<file path="src/rtl/instr_mem_pkg.sv">
// Shared constants for the instruction store: state encoding, default geometry, NOP word.
package instr_mem_pkg;

  localparam int DATA_W_DEF = 13;
  localparam int ADDR_W_DEF = 4;
  localparam int DEPTH_DEF  = 16;

  localparam logic [1:0] ST_IDLE = 2'd0;
  localparam logic [1:0] ST_LOAD = 2'd1;
  localparam logic [1:0] ST_DONE = 2'd2;

  localparam logic [DATA_W_DEF-1:0] NOP_WORD = '0;

endpackage

</file>
<file path="src/rtl/instr_mem_ctrl_if.sv">
// Load and fetch bus of the instruction store; master is the loader/CPU side, slave is the store.
interface instr_mem_ctrl_if
  import instr_mem_pkg::*;
#(
  parameter int DATA_W = DATA_W_DEF,
  parameter int ADDR_W = ADDR_W_DEF
);

  // Load words move on LD_VALID & LD_READY; LD_READY never depends on LD_VALID.
  logic              LD_START;
  logic [ADDR_W-1:0] LD_BASE;
  logic [ADDR_W:0]   LD_LEN;
  logic              LD_VALID;
  logic [DATA_W-1:0] LD_DATA;
  logic              LD_READY;
  logic              LD_DONE;
  logic              FE_REQ;
  logic [ADDR_W-1:0] FE_ADDR;
  logic              FE_VALID;
  logic [DATA_W-1:0] FE_Q;
  logic              FE_ERR;
  logic              BUSY;

  modport master (
    output LD_START, LD_BASE, LD_LEN, LD_VALID, LD_DATA, FE_REQ, FE_ADDR,
    input  LD_READY, LD_DONE, FE_VALID, FE_Q, FE_ERR, BUSY
  );

  modport slave (
    input  LD_START, LD_BASE, LD_LEN, LD_VALID, LD_DATA, FE_REQ, FE_ADDR,
    output LD_READY, LD_DONE, FE_VALID, FE_Q, FE_ERR, BUSY
  );

endinterface

</file>
<file path="src/rtl/instr_mem_array.sv">
// DEPTH x DATA_W storage with synchronous write and registered read; never reset.
module instr_mem_array #(
  parameter int DATA_W = 13,
  parameter int ADDR_W = 4,
  parameter int DEPTH  = 16
) (
  input  logic              clk_i,
  input  logic              we_i,
  input  logic [ADDR_W-1:0] waddr_i,
  input  logic [DATA_W-1:0] wdata_i,
  input  logic              re_i,
  input  logic [ADDR_W-1:0] raddr_i,
  output logic [DATA_W-1:0] rdata_o
);

  logic [DATA_W-1:0] mem_q [DEPTH];
  logic [DATA_W-1:0] rdata_q;

  // Read data holds between reads so the fetch port can present its last word.
  always_ff @(posedge clk_i) begin
    if (we_i) mem_q[waddr_i] <= wdata_i;
    if (re_i) rdata_q <= mem_q[raddr_i];
  end

  assign rdata_o = rdata_q;

endmodule

</file>
<file path="src/rtl/instr_mem_ctrl.sv">
// Instruction store controller: load FSM with wrapping burst writes, single-cycle fetch port.
module instr_mem_ctrl
  import instr_mem_pkg::*;
#(
  parameter int DATA_W = DATA_W_DEF,
  parameter int ADDR_W = ADDR_W_DEF,
  parameter int DEPTH  = DEPTH_DEF
) (
  input  logic             CLK,
  input  logic             RST,
  instr_mem_ctrl_if.slave  bus,
  output logic [1:0]       dbg_state_o
);

  localparam logic [ADDR_W:0]   DEPTH_L = (ADDR_W+1)'(DEPTH);
  localparam logic [ADDR_W-1:0] LAST_A  = ADDR_W'(DEPTH - 1);

  logic [1:0]        state_q, state_d;
  logic [ADDR_W-1:0] ptr_q, ptr_d;
  logic [ADDR_W:0]   rem_q, rem_d;
  logic              fe_valid_q, fe_valid_d;
  logic              fe_err_q, fe_err_d;
  logic              fe_zero_q, fe_zero_d;
  logic              load_start, wr_fire, fe_accept, fe_in_range;
  logic [ADDR_W-1:0] base_mod;
  logic [ADDR_W:0]   eff_len;
  logic [DATA_W-1:0] rdata;

  assign load_start  = (state_q == ST_IDLE) && bus.LD_START;
  assign wr_fire     = (state_q == ST_LOAD) && bus.LD_VALID;
  // A start in the same cycle wins over a fetch.
  assign fe_accept   = (state_q == ST_IDLE) && bus.FE_REQ && !bus.LD_START;
  assign fe_in_range = {1'b0, bus.FE_ADDR} < DEPTH_L;
  assign base_mod    = ADDR_W'({1'b0, bus.LD_BASE} % DEPTH_L);
  assign eff_len     = ((bus.LD_LEN == '0) || (bus.LD_LEN > DEPTH_L)) ? DEPTH_L : bus.LD_LEN;

  always_ff @(posedge CLK) begin
    if (RST) state_q <= ST_IDLE;
    else     state_q <= state_d;
  end

  always_comb begin
    state_d = state_q;
    case (state_q)
      ST_IDLE: if (bus.LD_START) state_d = ST_LOAD;
      ST_LOAD: if (wr_fire && (rem_q == (ADDR_W+1)'(1))) state_d = ST_DONE;
      ST_DONE: state_d = ST_IDLE;
      default: state_d = ST_IDLE;
    endcase
  end

  always_comb begin
    bus.LD_READY = (state_q == ST_LOAD);
    bus.LD_DONE  = (state_q == ST_DONE);
    bus.BUSY     = (state_q != ST_IDLE);
  end

  always_comb begin
    ptr_d = ptr_q;
    rem_d = rem_q;
    if (load_start) begin
      ptr_d = base_mod;
      rem_d = eff_len;
    end else if (wr_fire) begin
      ptr_d = (ptr_q == LAST_A) ? '0 : ptr_q + 1'b1;
      rem_d = rem_q - 1'b1;
    end
    fe_valid_d = fe_accept;
    fe_err_d   = fe_accept && !fe_in_range;
    // fe_zero forces FE_Q to zero after reset and after an out-of-range fetch.
    fe_zero_d  = fe_accept ? !fe_in_range : fe_zero_q;
  end

  always_ff @(posedge CLK) begin
    if (RST) begin
      ptr_q      <= '0;
      rem_q      <= '0;
      fe_valid_q <= 1'b0;
      fe_err_q   <= 1'b0;
      fe_zero_q  <= 1'b1;
    end else begin
      ptr_q      <= ptr_d;
      rem_q      <= rem_d;
      fe_valid_q <= fe_valid_d;
      fe_err_q   <= fe_err_d;
      fe_zero_q  <= fe_zero_d;
    end
  end

  instr_mem_array #(
    .DATA_W (DATA_W),
    .ADDR_W (ADDR_W),
    .DEPTH  (DEPTH)
  ) u_array (
    .clk_i   (CLK),
    .we_i    (wr_fire),
    .waddr_i (ptr_q),
    .wdata_i (bus.LD_DATA),
    .re_i    (fe_accept && fe_in_range),
    .raddr_i (bus.FE_ADDR),
    .rdata_o (rdata)
  );

  assign bus.FE_VALID = fe_valid_q;
  assign bus.FE_ERR   = fe_err_q;
  assign bus.FE_Q     = fe_zero_q ? '0 : rdata;
  assign dbg_state_o  = state_q;

endmodule
</file>
<file path="src/flat_wrapper.sv">
// flat-port wrapper written by rule: the top's interface ports become plain ports
module instr_mem_ctrl_flat import instr_mem_pkg::*;
#(
  parameter int DATA_W = DATA_W_DEF,
  parameter int ADDR_W = ADDR_W_DEF,
  parameter int DEPTH  = DEPTH_DEF
)
  (CLK, RST, dbg_state_o, bus_LD_START, bus_LD_BASE, bus_LD_LEN, bus_LD_VALID, bus_LD_DATA, bus_FE_REQ, bus_FE_ADDR, bus_LD_READY, bus_LD_DONE, bus_FE_VALID, bus_FE_Q, bus_FE_ERR, bus_BUSY);
  instr_mem_ctrl_if #(.DATA_W(DATA_W), .ADDR_W(ADDR_W)) bus_i ();
  input  logic CLK;
  input  logic RST;
  output logic [1:0] dbg_state_o;
  input wire logic [$bits(bus_i.LD_START)-1:0] bus_LD_START;
  input wire logic [$bits(bus_i.LD_BASE)-1:0] bus_LD_BASE;
  input wire logic [$bits(bus_i.LD_LEN)-1:0] bus_LD_LEN;
  input wire logic [$bits(bus_i.LD_VALID)-1:0] bus_LD_VALID;
  input wire logic [$bits(bus_i.LD_DATA)-1:0] bus_LD_DATA;
  input wire logic [$bits(bus_i.FE_REQ)-1:0] bus_FE_REQ;
  input wire logic [$bits(bus_i.FE_ADDR)-1:0] bus_FE_ADDR;
  output wire logic [$bits(bus_i.LD_READY)-1:0] bus_LD_READY;
  output wire logic [$bits(bus_i.LD_DONE)-1:0] bus_LD_DONE;
  output wire logic [$bits(bus_i.FE_VALID)-1:0] bus_FE_VALID;
  output wire logic [$bits(bus_i.FE_Q)-1:0] bus_FE_Q;
  output wire logic [$bits(bus_i.FE_ERR)-1:0] bus_FE_ERR;
  output wire logic [$bits(bus_i.BUSY)-1:0] bus_BUSY;
  assign bus_i.LD_START = bus_LD_START;
  assign bus_i.LD_BASE = bus_LD_BASE;
  assign bus_i.LD_LEN = bus_LD_LEN;
  assign bus_i.LD_VALID = bus_LD_VALID;
  assign bus_i.LD_DATA = bus_LD_DATA;
  assign bus_i.FE_REQ = bus_FE_REQ;
  assign bus_i.FE_ADDR = bus_FE_ADDR;
  assign bus_LD_READY = bus_i.LD_READY;
  assign bus_LD_DONE = bus_i.LD_DONE;
  assign bus_FE_VALID = bus_i.FE_VALID;
  assign bus_FE_Q = bus_i.FE_Q;
  assign bus_FE_ERR = bus_i.FE_ERR;
  assign bus_BUSY = bus_i.BUSY;
  instr_mem_ctrl #(.DATA_W(DATA_W), .ADDR_W(ADDR_W), .DEPTH(DEPTH)) u_core (.CLK(CLK), .RST(RST), .bus(bus_i), .dbg_state_o(dbg_state_o));
endmodule
</file>
<file path="config.mk">
export PLATFORM = sky130hd
export DESIGN_NAME = instr_mem_ctrl_flat
export DESIGN_NICKNAME = d
export VERILOG_FILES = /design/src/rtl/instr_mem_pkg.sv /design/src/rtl/instr_mem_ctrl_if.sv /design/src/rtl/instr_mem_array.sv /design/src/rtl/instr_mem_ctrl.sv /design/src/flat_wrapper.sv
export SDC_FILE = /design/constraint.sdc
export NUM_CORES = 1
export LEC_CHECK = 0
export CAP_MARGIN = 0
export CELL_PAD_IN_SITES_DETAIL_PLACEMENT = 1
export CELL_PAD_IN_SITES_GLOBAL_PLACEMENT = 2
export CORE_MARGIN = 2
export CORE_UTILIZATION = 45
export DETAILED_ROUTE_END_ITERATION = 7
export MAX_ROUTING_LAYER = met4
export PLACE_DENSITY_LB_ADDON = 0.3
export SETUP_SLACK_MARGIN = 0.3
export SYNTH_ARGS = -nofsm -noshare
export SYNTH_HDL_FRONTEND = slang
export SYNTH_HIERARCHICAL = 1
export SYNTH_SLANG_ARGS = --single-unit
</file>
<file path="constraint.sdc">
create_clock -name CLK -period 3.2 [get_ports CLK]
set_input_delay 0.32 -clock CLK [delete_from_list [all_inputs] [get_ports CLK]]
set_output_delay 0.32 -clock CLK [all_outputs]
set_load 0.01 [all_outputs]
</file>
# Yosys cells after proc, flatten, opt, wreduce, memory -nomap -nowiden
# Memory sizes are Yosys's and may differ from the RTL's. A register that Yosys moved wholly into a read port is not among the register bits.
# Cells that the tools add are included.
word_totals:
  inputBits: 31
  n_memories: 1
  ram_bits: 208
  regBits: 13
  elab_cells: 39
  mem_bits_ro: 0
  latch_bits: 0
memory_table:
  columns: ["name", "depth", "word_bits", "read_ports", "rd_ports_with_merged_regs", "write_ports", "line", "text"]
  rows:
  - ["u_core.u_array.mem_q", 16, 13, 1, 1, 1, "instr_mem_array.sv:16", "logic [DATA_W-1:0] mem_q [DEPTH];"]
op_classes:
  div: 0
  mul: 0
  shift: 0
  eq_ne: 6
  n_lt_le_gt_ge: 1
  n_bitwise: 0
  add_sub_neg: 2
  muxes: 12
  n_reduce_logical: 12
ops:
  columns: ["operator", "n"]
  rows:
  - ["two-way mux 5 bit", 3]
  - ["two-way mux 13 bit", 1]
  - ["two-way mux 4 bit", 3]
  - ["equality test 5 x 1 -> 1 bit (second input constant)", 1]
  - ["> comparator 5 bit (second input constant)", 1]
  - ["logical AND 1 bit", 5]
  - ["zero test 5 bit", 1]
  - ["subtractor 5 x 1 -> 5 bit (second input constant)", 1]
  - ["adder 4 x 1 -> 4 bit (second input constant)", 1]
  - ["equality test 4 bit (second input constant)", 1]
  - ["two-way mux 2 bit", 2]
  - ["case mux 2 bit (2 select lines)", 1]
  - ["nonzero test 2 bit", 2]
  - ["equality test 2 x 1 -> 1 bit (second input constant)", 1]
  - ["equality test 2 bit (second input constant)", 1]
  - ["zero test 2 bit", 1]
  - ["two-way mux 1 bit", 2]
  - ["inequality test 2 x 1 -> 1 bit (second input constant)", 1]
  - ["inequality test 2 bit (second input constant)", 1]
  - ["AND reduction 2 bit", 1]
  - ["zero test 1 bit", 1]
  - ["logical OR 1 bit", 1]

# Logic depth before layout (Yosys ltp)
# Gate-level depths: netlist (run 1).
depth:
  depth_word: 5
  depth_mapped: 6
  ltp_nobuf: 6

# Cells and area by module
# The synthesis (run 1) kept the hierarchy.
modules_own_cells:
  columns: ["module", "area_each_um2", "n_inst", "cells_per_inst"]
  rows:
  - ["instr_mem_array", 8373.0, 1, 355]
  - ["instr_mem_ctrl", 899.6, 1, 109]

# Least setup slack after synthesis (run 1)
# No wires, ideal clock.
synth_timing:
  path_kind: "register -> register"
  start: "reg u_core.state_q[0] (netlist: u_core/dbg_state_o[0])"
  end: "mem u_core.u_array.mem_q[0][0], enable pin"
  arrival_time_ns: 2.262
  setup_ns: 0.400
  stages_incl_launch_ff: 6
  n_path_buf: 1
  slack_ns: 0.538
  cell_sequence: "dfxtp_1 > buf_2 > nand3b_1 > inv_1 > or3b_2 > nor3_1"
synth_via:
  elab_chain_len: 4
synth_lines:
  columns: ["item", "line", "text"]
  rows:
  - ["start: declaration", "instr_mem_ctrl.sv:18", "logic [1:0] state_q, state_d;"]
  - ["start signal: assignment", "instr_mem_ctrl.sv:39", "else state_q <= state_d;"]
  - ["equality test 2 x 1 -> 1 bit", "instr_mem_ctrl.sv:30", "assign wr_fire = (state_q == ST_LOAD) && bus.LD_VALID;"]
  - ["logical AND 1 bit", "instr_mem_ctrl.sv:30", null]
  - ["named net u_core.wr_fire", "instr_mem_ctrl.sv:24", "logic load_start, wr_fire, fe_accept, fe_in_range;"]
  - ["two-way mux 1 bit", "instr_mem_array.sv:21", "if (we_i) mem_q[waddr_i] <= wdata_i;"]
  - ["two-way mux 1 bit (not written as such)", "instr_mem_array.sv:21", null]
  - ["end: declaration", "instr_mem_array.sv:16", null]
# The timed path passes the listed nets, and every way through them passes these cells.

# Worst setup path in the final report (run 1)
layout_timing:
  start: "reg u_core.state_q[1] (netlist: u_core/dbg_state_o[1])"
  end: "out bus_BUSY"
layout_via:
  elab_chain_len: 1
layout_lines:
  columns: ["item", "line", "text"]
  rows:
  - ["nonzero test 2 bit", "instr_mem_ctrl.sv:55", "bus.BUSY = (state_q != ST_IDLE);"]
  - ["end: declaration", "flat_wrapper.sv:25", "output wire logic [$bits(bus_i.BUSY)-1:0] bus_BUSY;"]
# No other way between the ends.

==> results of run 1 <==
-- logic make-up after synthesis --
family / count (synthesis) / share of synthesized area (%)
buf+inv: 27 / 1.579
other cells: 1 / 0.04044
simple gates: 91 / 5.222
fa+ha+maj: 4 / 0.5398
flops: 234 / 74.38
mux: 54 / 13.82
xor+xnor: 2 / 0.1889
compound gates: 51 / 4.237
-- worst max-delay path by stage --
stage                                            start                                   end  slack, ns  cells past startpoint
floorplan           u_core/dbg_state_o[0]$_SDFFE_PP0P_  u_core/u_array/mem_q[0][0]$_DFFE_PP_       0.54                      5
global route             u_core/fe_zero_q$_SDFFE_PP1P_                           bus_FE_Q[7]       0.79                      2
detailed placement                        bus_LD_VALID  u_core/u_array/mem_q[0][3]$_DFFE_PP_       0.66                      6
global placement                          bus_LD_VALID  u_core/u_array/mem_q[3][1]$_DFFE_PP_       0.76                      6
CTS                      u_core/fe_zero_q$_SDFFE_PP1P_                           bus_FE_Q[9]       0.84                      2
finish              u_core/dbg_state_o[1]$_SDFFE_PP0P_                              bus_BUSY       0.93                      3
-- flip-flops by register name, summed over array words and instances, names as in the netlist --
name	flops
u_core/rem_q	5
u_core/u_array/mem_q	208
u_core/dbg_state_o	2
u_core/u_array/rdata_o	13
u_core/bus.FE_VALID	1
u_core/fe_zero_q	1
u_core/ptr_q	4
-- synthesized netlist by cell type, drive strengths merged --
master / n
and2b: 1
a311oi: 1
nor3: 5
o221a: 1
a21boi: 1
conb: 1
a2bb2oi: 1
nor4b: 1
mux4: 52
or4: 1
nand3b: 4
o21ai: 3
o22ai: 1
nor2: 24
ha: 4
mux2i: 2
xor2: 1
inv: 6
nand2b: 4
buf: 11
nor3b: 2
and2: 1
a41oi: 1
a22oi: 26
or3b: 3
xnor2: 1
clkbuf: 10
nand4: 1
o31a: 1
dfxtp: 13
nand2: 23
a31oi: 3
a21oi: 6
nor2b: 18
o2bb2ai: 1
a21o: 2
edfxtp: 221
nand3: 3
a211oi: 3
-- worst max-delay path: cells and delay by family (launching register included) --
kind                   cells  cell delay, ns
AND/OR/NAND/NOR            1            0.17
buffers and inverters      2            0.63
flip-flops                 1            0.64
-- final cells by class --
class / instances / area (um^2) / area share [%]
inverters: 6 / 22.52 / 0.2033
repair buffers: 70 / 675.6 / 6.100
clock buffers: 28 / 636.9 / 5.749
clock inverters: 16 / 257.7 / 2.327
multi-input cells: 203 / 2250 / 20.31
well taps: 270 / 337.8 / 3.050
flip-flops and latches: 234 / 6897 / 62.26
-- layer usage --
metal / global-route usage, % / part of all wire [%] / up-vias
li1: - / - / 2064
met1: 27.43 / 44 / 2443
met2: 31.77 / 49 / 146
met3: 3.580 / 5.6 / 32
met4: 4.808 / 2.1 / 0
met5: - / 0 / -
-- where the power goes --
group          leakage [uW]  internal [uW]  switching, uW
logic               0.00112            182            222
registers           0.00210           3400           37.5
clock network      0.000436           1990           1150
total               0.00365           5570           1410
-- metrics by stage --
stage	total power [uW]	hold WS, ns	cell area [um^2]	std cells	setup WS, ns
floorplan	3711	0.3921	9273	464	0.5380
global route	7170	0.4233	11080	827	0.7901
CTS	7029	0.4064	11080	827	0.8372
finish	6974	0.4129	11080	827	0.9288
global placement	3889	0.4828	10180	783	0.7562
detailed placement	3904	0.4910	10180	783	0.6607
==> out/metrics.cfg, run 1 <==
[synth]
yosysTopAreaCellShare_pct=71.57
ys_seq_area_share_pct=74.38
syn_area_per_cell_um2=19.98
synth_nets=499
ys_ff_latch=234
synth_top_cell_by_area=edfxtp_1
ys_types=51
syn_inst=464
ys_warn_count=6
synth.area.top_cells=edfxtp_1 (72%), mux4_1 (6.8%), mux4_2 (6.8%)
synth_area_um2=9273

[die]
die_h_um=147.5
design.core.area_um2=20230
fp.dieArea_um2=21770
rows=52
die_x_um=147.5
io_pins=51
initial_core_util_pct=45.83

[sta]
fmax_ghz=0.4403
hold_violations=0
finClkSkew_ns=0.01746
final.setup.tns_ns=0
finalCritPeriodShare_pct=70.98
rsz0062_at_grt=false
relSlewSlack_pct=20.61
worst_pin_slew_ns=1.188
min_period_ns=2.271
setup_viol=0
slew_viol_final=0

[setup_path]
reg2regPathDepth=5
worstSetupPathType=reg2out
start_kind=flop
slowest_stage=dfxtp_1
endpoint_kind=output port
cp_data_arrival_time_ns=1.95
critPathMaxStageDelay_ns=0.64
reg2reg_slack_ns=1.05
r2r_start=u_core/dbg_state_o[0]$_SDFFE_PP0P_
cp_cell_sequence=nor2_1 > inv_1 > clkdlybuf4s50_1
worst-path-max-fanout=13
worst_ep_required_time_ns=2.88
r2r-end=u_core/u_array/mem_q[0][12]$_DFFE_PP_

[final_layout]
post-route-util_pct=54.74
diodes=0
final_nets=575
final_cell_mix=edfxtp_1 (221), clkdlybuf4s50_1 (47), mux4_2 (28)
area.growth.synth_to_final_pct=19.46
fill_cells=1790
layout-drive-gt1-share_pct=18.49
mostFrequentLayoutCell=edfxtp_1

[route]
wl_per_cell_um=25.15
drt_wl_total_um=20800
dr.pass1.iters=4
drc_errors=0
ant_nets=0
vias=4685
vias_per_cell=5.665
first_iter_violations=287

[clock_tree]
clk_pin_slew_ns=0.06
ctsHoldBuffers=0
cts.sinks=234
ctsResizeCount=0
clock_path_buffers=3
root_buffer=clkbuf_16
clk_latency_ns=0.52
post-cts-setup-buffers=0
h-tree-depth=1
cts_inserted_buffers=25
cts_tree=built

[power]
irDropWorstVdd_mv=0.4569
power.leakage_uw=0.003654
power.density_nw_per_um2=629.6

[grt]
grt_pass1_vias=5008
grt_antenna_before_repair=0
grt_use_total_pct=20.04
grt_max_degree=33
grt_pass1_wl_um=31270
grt-ovfl-total=0

[placed_design]
io_buffers=49
hpwl_um=13260
routabilityCongestion=0.7337

[outcome]
status=finished clean

[min_path]
worst_hold_path.endpoint=u_core/rem_q[2]$_SDFFE_PP0P_
hold_depth=3
hold_class=in2reg
hold_start=bus_LD_LEN[2]

[run]
cap_violations=0

Power figures use the tool's default switching activity.
==> run 2, diff against run 1 <==
CORE_UTILIZATION = 42   (was 45)
clock period = 1.9 ns   (was 3.2 ns; I/O delays follow)
==> run 2 against run 1 <==
Critical path depth is 3 higher. Register-to-register slack got worse by 0.89 ns. Non-clock buffer count rose by 52. Wire length rose by 6.8%. Clock-buffer cell count is the same. Core utilization up 0.60 points. Via count rose by 5.6%. Clock power up 59%. First-iteration DRC count shrank 0.70%. Clock skew is 0.0094 ns lower. Hold slack got worse by 0.34 ns.
==> out/metrics.cfg, run 2 (synthesized netlist as in run 1, its figures left out) <==
[clock_tree]
h-tree-depth=1
clk_latency_ns=0.51
root_buffer=clkbuf_16
clk_pin_slew_ns=0.06
cts.sinks=234
clock_path_buffers=3
cts_tree=built
cts_inserted_buffers=25

[grt]
grt_pass1_vias=5346
grt_pass1_wl_um=33320
grt_antenna_before_repair=0
grt-ovfl-total=0
grt_use_total_pct=19.53
grt_max_degree=40

[route]
drc_errors=0
wl_per_cell_um=24.97
ant_nets=0
vias=4949
vias_per_cell=5.561
drt_wl_total_um=22220
dr.pass1.iters=4
first_iter_violations=285

[setup_path]
slowest_stage=or3b_4
cp_data_arrival_time_ns=1.96
critPathMaxStageDelay_ns=0.40
critPathBufInv=3
cp_cell_sequence=nand3b_1 > inv_2 > or3b_4 > buf_4 > nor2_4 > buf_12
cp_top_family=simple AND/OR/NAND/NOR gates
worstSetupPathType=reg2reg
worst_ep_required_time_ns=2.12
endpoint_kind=flop
start_kind=flop
worst-path-max-fanout=13

[min_path]
hold_class=in2reg

[sta]
min_period_ns=1.740
setup_viol=0
rsz0062_at_grt=true
fmax_ghz=0.5749
hold_violations=0
worst_pin_slew_ns=0.9794
hold_ws_ns=0.06875
relSlewSlack_pct=34.58
slew_viol_final=0
finClkSkew_ns=0.008096
worst_slack_ns=0.1604
finalCritPeriodShare_pct=91.56
final.setup.tns_ns=0

[final_layout]
diodes=0
layout-drive-gt1-share_pct=34.10
final_cell_mix=edfxtp_1 (221), buf_4 (31), mux4_2 (29)
largest_register_ffs=208
area.growth.synth_to_final_pct=29.85
fill_cells=1937
mostFrequentLayoutCell=edfxtp_1
post-route-util_pct=55.34
design_area_um2=12040
top_register=u_core/u_array/mem_q
final_nets=627

[placed_design]
io_buffers=49
dp_slack_ns=-0.3577
routabilityCongestion=0.7698
hpwl_um=13980
dpl-instance-area_um2=10750

[run]
cap_violations=0

[power]
power.density_nw_per_um2=962.2
irDropWorstVdd_mv=0.6324
power.leakage_uw=0.004045

[die]
fp.dieArea_um2=23280
die_x_um=152.6
rows=54
initial_core_util_pct=42.62
die_h_um=152.6
io_pins=51
design.core.area_um2=21760

[outcome]
status=finished clean

-- run 2: worst paths after layout --
| check | from | end | slack [ns] | cells after the start |
|---|---|---|---|---|
| setup / recovery | u_core/dbg_state_o[1]$_SDFFE_PP0P_ | u_core/u_array/mem_q[3][11]$_DFFE_PP_ | 0.16 | 6 |
| hold / removal | bus_LD_LEN[3] | u_core/rem_q[3]$_SDFFE_PP0P_ | 0.07 | 4 |
| hold reg to reg | u_core/fe_zero_q$_SDFFE_PP1P_ | u_core/fe_zero_q$_SDFFE_PP1P_ | 0.49 | 1 |
| setup reg to reg | u_core/dbg_state_o[1]$_SDFFE_PP0P_ | u_core/u_array/mem_q[3][11]$_DFFE_PP_ | 0.16 | 6 |
-- run 2: power by group --
part	switching, uW	total [uW]	internal [uW]	leakage, uW
Sequential	51.8	5770	5720	0.00210
Clock	1920	5000	3080	0.000414
Combinational	433	818	384	0.00153
-- run 2: cell type report --
cell class | count | area [um^2] | share of cell area, %
Sequential cell | 234 | 6900 | 57.31
Tap cell | 280 | 350.3 | 2.910
Multi-Input combinational cell | 203 | 2479 | 20.59
Timing Repair Buffer | 122 | 1443 | 11.98
Clock inverter | 17 | 209.0 | 1.735
Inverter | 6 | 22.52 | 0.1871
Clock buffer | 28 | 636.9 | 5.289
-- run 2: what timing repair did --
item / 4_1_cts / 5_1_grt
setup endpoints to repair: 177 / 213
pin swaps: 3 / 9
setup buffers: 9 / 4
resized for setup: 78 / 31
hold buffers: 0 / 0
cloned: 4 / 2
-- run 2: through the flow --
step | total power (uW) | instances
after detailed placement | 6657 | 826
after floorplan | 6278 | 464
after global placement | 6630 | 826
after global routing | 11940 | 890
final | 11590 | 890
after CTS | 11680 | 884
-- run 2: per-layer routing --
metal | up-vias | GRT usage, % | routed length (um)
met5 | - | - | 0
met4 | 0 | 4.806 | 335
met3 | 30 | 2.560 | 889
met2 | 130 | 32.18 | 11350
met1 | 2600 | 26.13 | 9643
li1 | 2189 | - | -
-- run 2: worst min-delay path, cell delays in order --
cell      delay [ns]
clkbuf_2        0.11
nand2b_4        0.07
a21oi_1         0.06
o221a_1         0.10
